## src/rtl/camera_ctrl_param.sv

```systemverilog
// Pixel-array capture controller: exposure register with saturating adjust, and an
// erase/expose/row-readout sequencer with optional multi-frame burst per Init request.
module camera_ctrl_param #(
  parameter int ROWS       = 2,
  parameter int ADC_CYCLES = 2,
  parameter int EXP_W      = 5,
  parameter int EXP_MIN    = 2,
  parameter int EXP_MAX    = 30,
  parameter int EXP_RST    = 15,
  parameter int BURST_W    = 4
) (
  input  logic               Clk,
  input  logic               Reset,
  input  logic               Init,
  input  logic               Exp_increase,
  input  logic               Exp_decrease,
  input  logic               Mode,
  input  logic [BURST_W-1:0] Burst_len,
  output logic [ROWS-1:0]    NRE,
  output logic               ADC,
  output logic               Expose,
  output logic               Erase,
  output logic               Busy,
  output logic               Done,
  output logic [EXP_W-1:0]   EX_time
);

  localparam int WIN   = ADC_CYCLES + 2;
  localparam int SUB_W = $clog2(WIN);
  localparam int ROW_W = (ROWS > 1) ? $clog2(ROWS) : 1;

  localparam logic [EXP_W-1:0]   E_MIN     = EXP_W'(EXP_MIN);
  localparam logic [EXP_W-1:0]   E_MAX     = EXP_W'(EXP_MAX);
  localparam logic [EXP_W-1:0]   E_RST     = EXP_W'(EXP_RST);
  localparam logic [SUB_W-1:0]   SUB_LAST  = SUB_W'(WIN - 1);
  localparam logic [SUB_W-1:0]   SUB_ADC   = SUB_W'(ADC_CYCLES);
  localparam logic [ROW_W-1:0]   ROW_LAST  = ROW_W'(ROWS - 1);
  localparam logic [BURST_W-1:0] ONE_FRAME = BURST_W'(1);

  typedef enum logic [1:0] {S_IDLE, S_EXPOSE, S_READ, S_ERASE} state_t;

  state_t             r_state;
  logic [EXP_W-1:0]   r_exp;     // exposure latched at Init, reused for every burst frame
  logic [EXP_W-1:0]   r_cnt;
  logic [BURST_W-1:0] r_frames;
  logic [ROW_W-1:0]   r_row;
  logic [SUB_W-1:0]   r_sub;

  function automatic logic [ROWS-1:0] row_sel_n(input logic [ROW_W-1:0] row);
    return ~(ROWS'(1) << row);
  endfunction

  always_ff @(posedge Clk) begin
    if (!Reset) begin
      r_state  <= S_IDLE;
      NRE      <= '1;
      ADC      <= 1'b0;
      Expose   <= 1'b0;
      Erase    <= 1'b1;
      Busy     <= 1'b0;
      Done     <= 1'b0;
      EX_time  <= E_RST;
      r_exp    <= '0;
      r_cnt    <= '0;
      r_frames <= '0;
      r_row    <= '0;
      r_sub    <= '0;
    end else begin
      // NOTE: non-blocking default; a later assignment in this block wins, so Done is a one-cycle pulse.
      Done <= 1'b0;
      case (r_state)
        S_IDLE: begin
          if (Exp_increase && !Exp_decrease && EX_time < E_MAX)
            EX_time <= EX_time + 1'b1;
          else if (Exp_decrease && !Exp_increase && EX_time > E_MIN)
            EX_time <= EX_time - 1'b1;
          if (Init) begin
            r_exp    <= EX_time;
            r_cnt    <= EX_time - 1'b1;
            r_frames <= (Mode && Burst_len != '0) ? Burst_len : ONE_FRAME;
            r_state  <= S_EXPOSE;
            Expose   <= 1'b1;
            Erase    <= 1'b0;
            Busy     <= 1'b1;
          end
        end
        S_EXPOSE: begin
          if (r_cnt == '0) begin
            r_state <= S_READ;
            Expose  <= 1'b0;
            NRE     <= row_sel_n('0);
            r_row   <= '0;
            r_sub   <= '0;
          end else begin
            r_cnt <= r_cnt - 1'b1;
          end
        end
        S_READ: begin
          if (r_sub == SUB_LAST) begin
            ADC <= 1'b0;
            if (r_row != ROW_LAST) begin
              r_row <= r_row + 1'b1;
              NRE   <= row_sel_n(r_row + 1'b1);
              r_sub <= '0;
            end else begin
              NRE   <= '1;
              Erase <= 1'b1;
              if (r_frames > ONE_FRAME) begin
                r_state  <= S_ERASE;
                r_frames <= r_frames - 1'b1;
              end else begin
                r_state <= S_IDLE;
                Busy    <= 1'b0;
                Done    <= 1'b1;
              end
            end
          end else begin
            r_sub <= r_sub + 1'b1;
            ADC   <= (r_sub < SUB_ADC);
          end
        end
        S_ERASE: begin
          r_state <= S_EXPOSE;
          Erase   <= 1'b0;
          Expose  <= 1'b1;
          r_cnt   <= r_exp - 1'b1;
        end
        default: r_state <= S_IDLE;
      endcase
    end
  end

endmodule

```

## config.mk

```make
export PLATFORM = sky130hd
export DESIGN_NAME = camera_ctrl_param
export DESIGN_NICKNAME = d
export VERILOG_FILES = /design/src/rtl/camera_ctrl_param.sv
export SDC_FILE = /design/constraint.sdc
export NUM_CORES = 1
export LEC_CHECK = 0
export BUFFER_PORTS_ARGS = -buffer_cell sky130_fd_sc_hd__buf_2
export CAP_MARGIN = 40
export CORE_AREA = 2 2 83 85
export CTS_CLUSTER_SIZE = 10
export DETAILED_ROUTE_END_ITERATION = 10
export DIE_AREA = 0 0 85 87
export GPL_TIMING_DRIVEN = 0
export SYNTH_ARGS = -nofsm -noshare
export SYNTH_HDL_FRONTEND = slang
export SYNTH_SLANG_ARGS = --single-unit
```

## constraint.sdc

```tcl
create_clock -name Clk -period 1.7 [get_ports Clk]
set_input_delay 0.255 -clock Clk [delete_from_list [all_inputs] [get_ports Clk]]
set_output_delay 0.255 -clock Clk [all_outputs]
set_load 0.05 [all_outputs]
```

; Yosys cells after proc, flatten, opt, wreduce, memory -nomap -nowiden
; Cells that the tools add are included.
[op_classes]
eq_ne = 12
shift = 1
n_addsub = 7
mux = 40
n_bitwise = 1
reduce_logical = 26
order_cmp = 4
[op_table]
columns = op, n
row1 = two-way mux 2 bit, 10
row2 = two-way mux 4 bit, 5
row3 = two-way mux 5 bit, 4
row4 = one-hot mux 5 bit (3 select lines), 1
row5 = "subtractor 5 x 1 -> 5 bit, second input constant", 3
row6 = "inequality test 2 bit, second input constant", 7
row7 = two-way mux 1 bit, 12
row8 = AND reduction 3 bit, 4
row9 = AND reduction 4 bit, 3
row10 = AND reduction 5 bit, 2
row11 = one-hot mux 2 bit (2 select lines), 2
row12 = one-hot mux 2 bit (4 select lines), 1
row13 = one-hot mux 4 bit (2 select lines), 1
row14 = "equality test 2 bit, second input constant", 3
row15 = one-hot mux 1 bit (3 select lines), 2
row16 = nonzero test 2 bit, 3
row17 = nonzero test 3 bit, 2
row18 = "adder 5 x 1 -> 5 bit, second input constant", 1
row19 = "> comparator 5 x 2 -> 1 bit, second input constant", 1
row20 = logical AND 1 bit, 5
row21 = logical NOT 5 bit, 1
row22 = "less-than comparator 5 bit, second input constant", 1
row23 = "> comparator 4 x 1 -> 1 bit, second input constant", 1
row24 = one-hot mux 1 bit (2 select lines), 2
row25 = 12 further kinds, 14
[totals]
wordCells = 104
inputBits = 10
ff_bits = 31
output_inout_bits = 12

; Longest topological paths before layout
; Gate-level depths: netlist (run 1).
[logic_depth]
depth_word = 6
mapped_depth = 8
ltp_nobuf = 7

; Worst setup path before layout (run 1)
; No wires, ideal clock.
[synth_timing]
path_kind = register -> register
from = register EX_time[2]
to = register EX_time[3]
path_stages_with_launch = 7
required_ns = 1.638
arrival_ns = 1.854
period_less_slack_ns = 1.916
setup_ns = 0.062
n_path_buf = 1
slack_ns = -0.216
path_cell_list = dfxtp_1 buf_2 a2111oi_2 nor4bb_2 a31oi_4 or3_1 nand3_1
[synth_between]
elab_chain_cells = 4
elab_cells_between_ends = 10
cone_classes = add/sub (2) / order compare (2) / mux (2) / reduce/logical (4)
[synth_rtl]
columns = element, line_no
row1 = "start, declared", 25  ; output logic [EXP_W-1:0] EX_time
row2 = "start signal, assigned", 74  ; EX_time <= EX_time + 1'b1;
row3 = "start signal, assigned", 76  ; EX_time <= EX_time - 1'b1;
row4 = less-than comparator 5 bit / > comparator 5 x 2 -> 1 bit (equally long branches), "73, 75"
row5 = logical AND 1 bit (on tied branches), "73, 75"
row6 = nonzero test 2 bit (no line), n/a
row7 = AND reduction 2 bit (no line), n/a
; Several ways; a longest one is shown, not always the timed one. The select of a mux whose other input is x is not followed.
; A chain may end at the register's enable or synchronous reset.

; Worst setup path in the final report (run 1)
[layout_timing]
from = register r_cnt[3]
to = register NRE[1]
[layout_between]
elab_chain_cells = 3
[layout_rtl]
columns = element, line_no
row1 = "start, declared", 44  ; logic [EXP_W-1:0] r_cnt;
row2 = "start signal, assigned", 79  ; r_cnt <= EX_time - 1'b1;
row3 = "start signal, assigned", 95  ; r_cnt <= r_cnt - 1'b1;
row4 = "start signal, assigned", 126  ; r_cnt <= r_exp - 1'b1;
row5 = logical NOT 5 bit, 88  ; if (r_cnt == '0) begin
row6 = inequality test 2 bit (no line), n/a
row7 = AND reduction 3 bit (no line), n/a
row8 = "end signal, assigned", 91  ; NRE <= row_sel_n('0);
row9 = "end signal, assigned", 103  ; NRE <= row_sel_n(r_row + 1'b1);
row10 = "end, declared", 19  ; output logic [ROWS-1:0] NRE,
; No other way between the ends.

==> results of run 1 <==
-- through the flow --
stage	hold slack (ns)	area (um^2)
3_5_place_dp	0.463	2100
5_1_grt	0.273	2520
4_1_cts	0.271	2310
6_report	0.270	2520
2_1_floorplan	0.401	1900
3_3_place_gp	0.461	2100
-- worst max path at each step --
| stage | from | to | slack, ns | cells after the start |
|---|---|---|---|---|
| floorplan | r_state[0] | r_frames[2] | -0.005 | 8 |
| global placement | r_state[0] | r_frames[2] | -0.29 | 8 |
| detailed placement | r_state[0] | r_frames[2] | -0.29 | 8 |
| CTS | r_state[1] | r_cnt[3] | -0.03 | 6 |
| global route | r_cnt[3] | NRE[1] | -0.07 | 6 |
| finish | r_cnt[3] | NRE[1] | -0.001 | 6 |
-- kinds of logic after synthesis --
| family | Yosys count |
|---|---|
| and+or+nand+nor | 76 |
| AOI/OAI and AO/OA | 58 |
| xor gates and xnor gates | 8 |
| DFF | 31 |
| buffers and inverters | 22 |
| muxes | 12 |
| adders and majority gates | 11 |
-- sequential cells by signal (all words and copies together), names as in the netlist --
register,count
NRE,2
r_sub,2
EX_time,5
r_exp,5
r_cnt,5
Done,1
ADC,1
Erase,1
Expose,1
r_state,2
r_row,1
Busy,1
r_frames,4
-- worst max-delay path, delay by kind of cell, from the launching register on --
family / cells / cell delay, ns
and+or+nand+nor: 2 / 0.68
buffers and inverters: 1 / 0.15
AOI/OAI and AO/OA: 3 / 0.40
DFF: 1 / 0.34
-- cell usage in the layout, fill, tap and decap left out, drive strengths merged, types with 3 or more instances in the layout --
cell	instances
a21oi	22
a31oi	5
and3	4
buf	38
clkbuf	12
clkinv	3
dfxtp	31
ha	11
inv	10
mux2i	12
nand2	18
nand3	10
nand4	3
nor2	15
nor3	8
o21ai	12
or3	3
xnor2	7
-- synthesized netlist by cell type, types with 3 or more instances --
cell type and instances:
buf_2 4, nor3_1 7, and3_1 3, a21oi_2 3, nand4_1 3, nand2_1 18
dfxtp_1 31, nor2_1 15, nand3_1 10, xnor2_1 7, mux2i_1 12, ha_1 11
o21ai_0 9, a21oi_1 19, a31oi_1 3, inv_1 10, clkbuf_1 7, or3_1 3
-- routing by layer --
| metal | global-route usage | vias up | wire length [um] |
|---|---|---|---|
| met4 | 0.0505 | 0 | 97 |
| met5 | 0 | - | 0 |
| met1 | 0.174 | 833 | 2410 |
| li1 | - | 887 | - |
| met3 | 0.0427 | 11 | 200 |
| met2 | 0.218 | 33 | 2270 |
-- report_power, final --
| part | switching, W | internal [W] | total, W |
|---|---|---|---|
| clock network | 0.000296 | 0.000280 | 0.000575 |
| logic | 0.00125 | 0.00105 | 0.00230 |
| registers | 0.000249 | 0.000931 | 0.00118 |
-- layout make-up --
| type | count | area (um^2) |
|---|---|---|
| inverter | 10 | 40.0 |
| sequential | 31 | 648 |
| clock buffer | 5 | 68.8 |
| buffer | 8 | 57.6 |
| clock inverter | 3 | 15.0 |
| tap | 80 | 100 |
| fill | 659 | 4050 |
| multi-input combinational | 166 | 1360 |
| timing repair buffer | 37 | 226 |
-- what timing repair did --
action | 4_1_cts | 5_1_grt
pin swaps | 5 | 17
setup buffers | 4 | 11
hold endpoints to repair | 0 | 0
cloned | 1 | 1
resized for setup | 25 | 37
setup endpoints to repair | 21 | 21
==> results.json, run 1 <==
{
  "syn_inst": 218,
  "cts_tree": "yes",
  "utilization": 0.383,
  "min_from": "Reset",
  "synth-async-reset-ratio": 0,
  "track_usage": 0.137,
  "cp_max_fo": 4,
  "antenna_cells": 0,
  "hold_viol": 0,
  "grt_pass1_vias": 1665,
  "ys.flop_type": "dfxtp_1",
  "grt_pass1_wl_um": 8010,
  "synth_top_family_by_area": "compound AO/OA/AOI/OAI gates",
  "clk_latency_ns": 0.30,
  "synth-compound-area-share": 0.224,
  "rows": 30,
  "hpwlAfterDp_um": 3200,
  "synth_seq_cells": 31,
  "cpPeakStageDelay_ns": 0.55,
  "setup_ws_ns": -0.00138,
  "vias_per_cell": 5.19,
  "cts-htree-levels": 2,
  "first_pass_iters": 4,
  "avgRoutedWirePerCell_um": 14.6,
  "critPathSlowestCell": "or4_4",
  "setup_tns_ns": -0.00138,
  "syn-num-nets": 239,
  "finalPower_w": 0.00405,
  "startpoint_type": "register",
  "cts-root-buf": "clkbuf_8",
  "synth_area_mm2": 0.00187,
  "drive_gt1_frac": 0.392,
  "dieArea_mm2": 0.00740,
  "path_class": "register to register",
  "grt_max_degree": 11,
  "io_pins": 22,
  "maxCapViolations": 0,
  "r2r_slack_ns": -0.001,
  "synth_xor_xnor_area_share": 0.0374,
  "post-synth-top-area-cell": "dfxtp_1",
  "rsz0062_at_grt": "yes",
  "cts_made_buffers": 5,
  "violations": "negative setup slack",
  "vias": 1764,
  "drt_iter0_markers": 64,
  "ant_nets": 0,
  "crit_path_end_kind": "register",
  "nets": 280,
  "drv_slew": 0,
  "r2r-start": "r_cnt[3]",
  "yosys-mux-area-fraction": 0.0641,
  "outcome": "finished with violations",
  "pre_cts_slack_ns": -0.294,
  "drc": 0,
  "power_leakage_nw": 0.971,
  "place_inst": 319,
  "rr_worst_depth": 6,
  "antenna_found_initial": 0,
  "min_period_ns": 1.70,
  "ys_warn_count": 0,
  "clockBufferDepth": 2,
  "synth_simple_gate_area_frac": 0.219,
  "hold_end": "r_cnt[2]",
  "finalNonFillerCells": 340,
  "period_share": 1.00,
  "power_density_mw_per_mm2": 1610,
  "synth-edff-count": 0,
  "worst-slew-pin-transition_ns": 0.655,
  "wirelength_um": 4980,
  "clk_pin_slew_ns": 0.07,
  "cp.required_ns": 1.86,
  "hp-class": "input port to register",
  "max_freq_mhz": 588,
  "slew_headroom": 0.564,
  "cp.arrival_ns": 1.86,
  "cts.sinks": 31,
  "die_w_um": 85,
  "grt_overflow": 0,
  "syn_avg_cell_area_um2": 8.59,
  "core-area_mm2": 0.00657,
  "cts_hold_buf": 0,
  "synthAdderAreaFrac": 0.0735,
  "path_cells": "or4_4 > o21ai_4 > buf_6 > a41oi_2 > nor2_1 > o21ai_1",
  "r2r_end": "NRE[1]",
  "min_path_cells": 3,
  "yosysSeqAreaShare": 0.331,
  "die_height_um": 87,
  "place_congestion": 0.774,
  "syn2layout_area_growth_pct": 34.4,
  "synth.distinct_cells": 52,
  "finalSetupViolCount": 1,
  "synthTopCellsByArea": "dfxtp_1 (33%), ha_1 (7.3%), mux2i_1 (6.4%), a21oi_1 (5.1%), nand2_1 (3.6%)",
  "skew_ns": 0.00859,
  "yosys.area.top_type_share": 0.331,
  "start_util": 0.285,
  "vdd_ir_drop_max_mv": 0.780,
  "port_buffers": 21
}
Power figures use the tool's default switching activity.
==> run 2: changes to the inputs <==
--- a/config.mk
+++ b/config.mk
@@ -7,10 +7,10 @@
 export LEC_CHECK = 0
 export BUFFER_PORTS_ARGS = -buffer_cell sky130_fd_sc_hd__buf_2
 export CAP_MARGIN = 40
-export CORE_AREA = 2 2 83 85
+export CORE_AREA = 2 2 79 81
 export CTS_CLUSTER_SIZE = 10
 export DETAILED_ROUTE_END_ITERATION = 10
-export DIE_AREA = 0 0 85 87
+export DIE_AREA = 0 0 81 83
 export GPL_TIMING_DRIVEN = 0
 export SYNTH_ARGS = -nofsm -noshare
 export SYNTH_HDL_FRONTEND = slang
==> results.json, run 2 (synthesis results as in run 1) <==
{
  "outcome": "finished clean",
  "syn2layout_area_growth_pct": 39.1,
  "cp_max_fo": 4,
  "finalSetupViolCount": 0,
  "start_util": 0.322,
  "grt_pass1_wl_um": 8110,
  "dieArea_mm2": 0.00672,
  "dpl_cell_area_mm2": 0.00210,
  "antenna_found_initial": 0,
  "cts_tree": "yes",
  "drive_gt1_frac": 0.415,
  "clockBufferDepth": 2,
  "cts_hold_buf": 0,
  "finalNonFillerCells": 340,
  "port_buffers": 21,
  "hold_viol": 0,
  "cts-htree-levels": 2,
  "hp-class": "input port to register",
  "seqCellArea_um2": 648,
  "avgRoutedWirePerCell_um": 14.7,
  "maxCapViolations": 0,
  "nFillCells": 590,
  "cp.arrival_ns": 1.84,
  "antenna_cells": 0,
  "drv_slew": 0,
  "track_usage": 0.154,
  "drt_iter0_markers": 98,
  "ant_nets": 0,
  "skew_ns": 0.00675,
  "final_cell_mix": "buf_2 (21), buf_4 (20), dfxtp_1 (19)",
  "path_class": "register to register",
  "utilization": 0.448,
  "path_delay_family": "simple AND/OR/NAND/NOR gates",
  "core-area_mm2": 0.00582,
  "grt_pass1_vias": 1683,
  "pre_cts_slack_ns": -0.397,
  "drc": 0,
  "cp.required_ns": 1.86,
  "die_w_um": 81,
  "startpoint_type": "register",
  "critPathSlowestCell": "or4_4",
  "vdd_ir_drop_max_mv": 0.932,
  "power_density_mw_per_mm2": 1620,
  "worst-slew-pin-transition_ns": 0.669,
  "cpPeakStageDelay_ns": 0.55,
  "final_cell_area_mm2": 0.00261,
  "cts_made_buffers": 5,
  "hold_slack_ns": 0.273,
  "clk_latency_ns": 0.30,
  "max_freq_mhz": 596,
  "min_period_ns": 1.68,
  "period_share": 0.987,
  "grt_max_degree": 11,
  "crit_buf_inv": 1,
  "hpwlAfterDp_um": 3160,
  "place_congestion": 0.844,
  "first_pass_iters": 4,
  "vias": 1775,
  "setup_ws_ns": 0.0227,
  "io_pins": 22,
  "cts-root-buf": "clkbuf_8",
  "rows": 28,
  "multi_input_area_mm2": 0.00140,
  "rsz0062_at_grt": "yes",
  "power_leakage_nw": 1.00,
  "die_height_um": 83,
  "cts.sinks": 31,
  "largestRegisters": "EX_time (5), r_cnt (5), r_exp (5)",
  "vias_per_cell": 5.22,
  "final_common_cell": "buf_2",
  "nets": 285,
  "place_inst": 314,
  "grt_overflow": 0,
  "clk_pin_slew_ns": 0.07,
  "crit_path_end_kind": "register",
  "wirelength_um": 4990,
  "path_cells": "or4_4 > o21ai_4 > buf_6 > a41oi_2 > nor2_1 > o21ai_1",
  "slew_headroom": 0.554
}
==> run 2: changes by cell type in the layout (fill, tap and decap cells not counted), sizes merged <==
cell / delta
clkbuf: +1
buf: +7
clkinv: -3
==> run 2: what timing repair did <==
| item | 4_1_cts | 5_1_grt |
|---|---|---|
| cloned | 1 | 1 |
| pin swaps | 5 | 17 |
| resized for setup | 27 | 42 |
| setup buffers | 9 | 11 |
| setup endpoints to repair | 23 | 21 |
==> run 2: cell type report <==
| cell class | instances | area share |
|---|---|---|
| multi-input combinational | 166 | 0.536 |
| sequential | 31 | 0.249 |
| timing repair buffer | 42 | 0.104 |
| clock buffer | 8 | 0.0384 |
| tap | 75 | 0.0360 |
| buffer | 8 | 0.0211 |
| inverter | 10 | 0.0163 |
==> run 2: worst paths after layout <==
check / from / to / slack [ns] / depth (start not counted)
hold / removal: Reset / r_frames[3] / 0.27 / 2
setup / recovery: r_cnt[1] / NRE[1] / 0.02 / 6
setup reg to reg: r_cnt[1] / NRE[1] / 0.02 / 6
hold reg to reg: r_exp[4] / r_exp[4] / 0.47 / 2
==> run 2: power by group <==
group	internal [W]	switching, W
Combinational	0.00110	0.00128
Sequential	0.000931	0.000244
Clock	0.000370	0.000298
Total	0.00240	0.00182
==> run 2: metal layers <==
| layer | share of wire | track usage | vias up |
|---|---|---|---|
| li1 | - | - | 890 |
| met1 | 0.45 | 0.199 | 842 |
| met2 | 0.50 | 0.245 | 35 |
| met3 | 0.035 | 0.0457 | 8 |
| met4 | 0.015 | 0.0478 | 0 |
| met5 | 0 | 0 | - |
==> run 2: stage by stage <==
step | total power (W) | setup TNS [ns]
5_1_grt | 0.00449 | -0.346
4_1_cts | 0.00380 | -0.00614
2_1_floorplan | 0.00253 | -0.00456
3_5_place_dp | 0.00289 | -3.07
6_report | 0.00423 | 0
3_3_place_gp | 0.00287 | -2.25
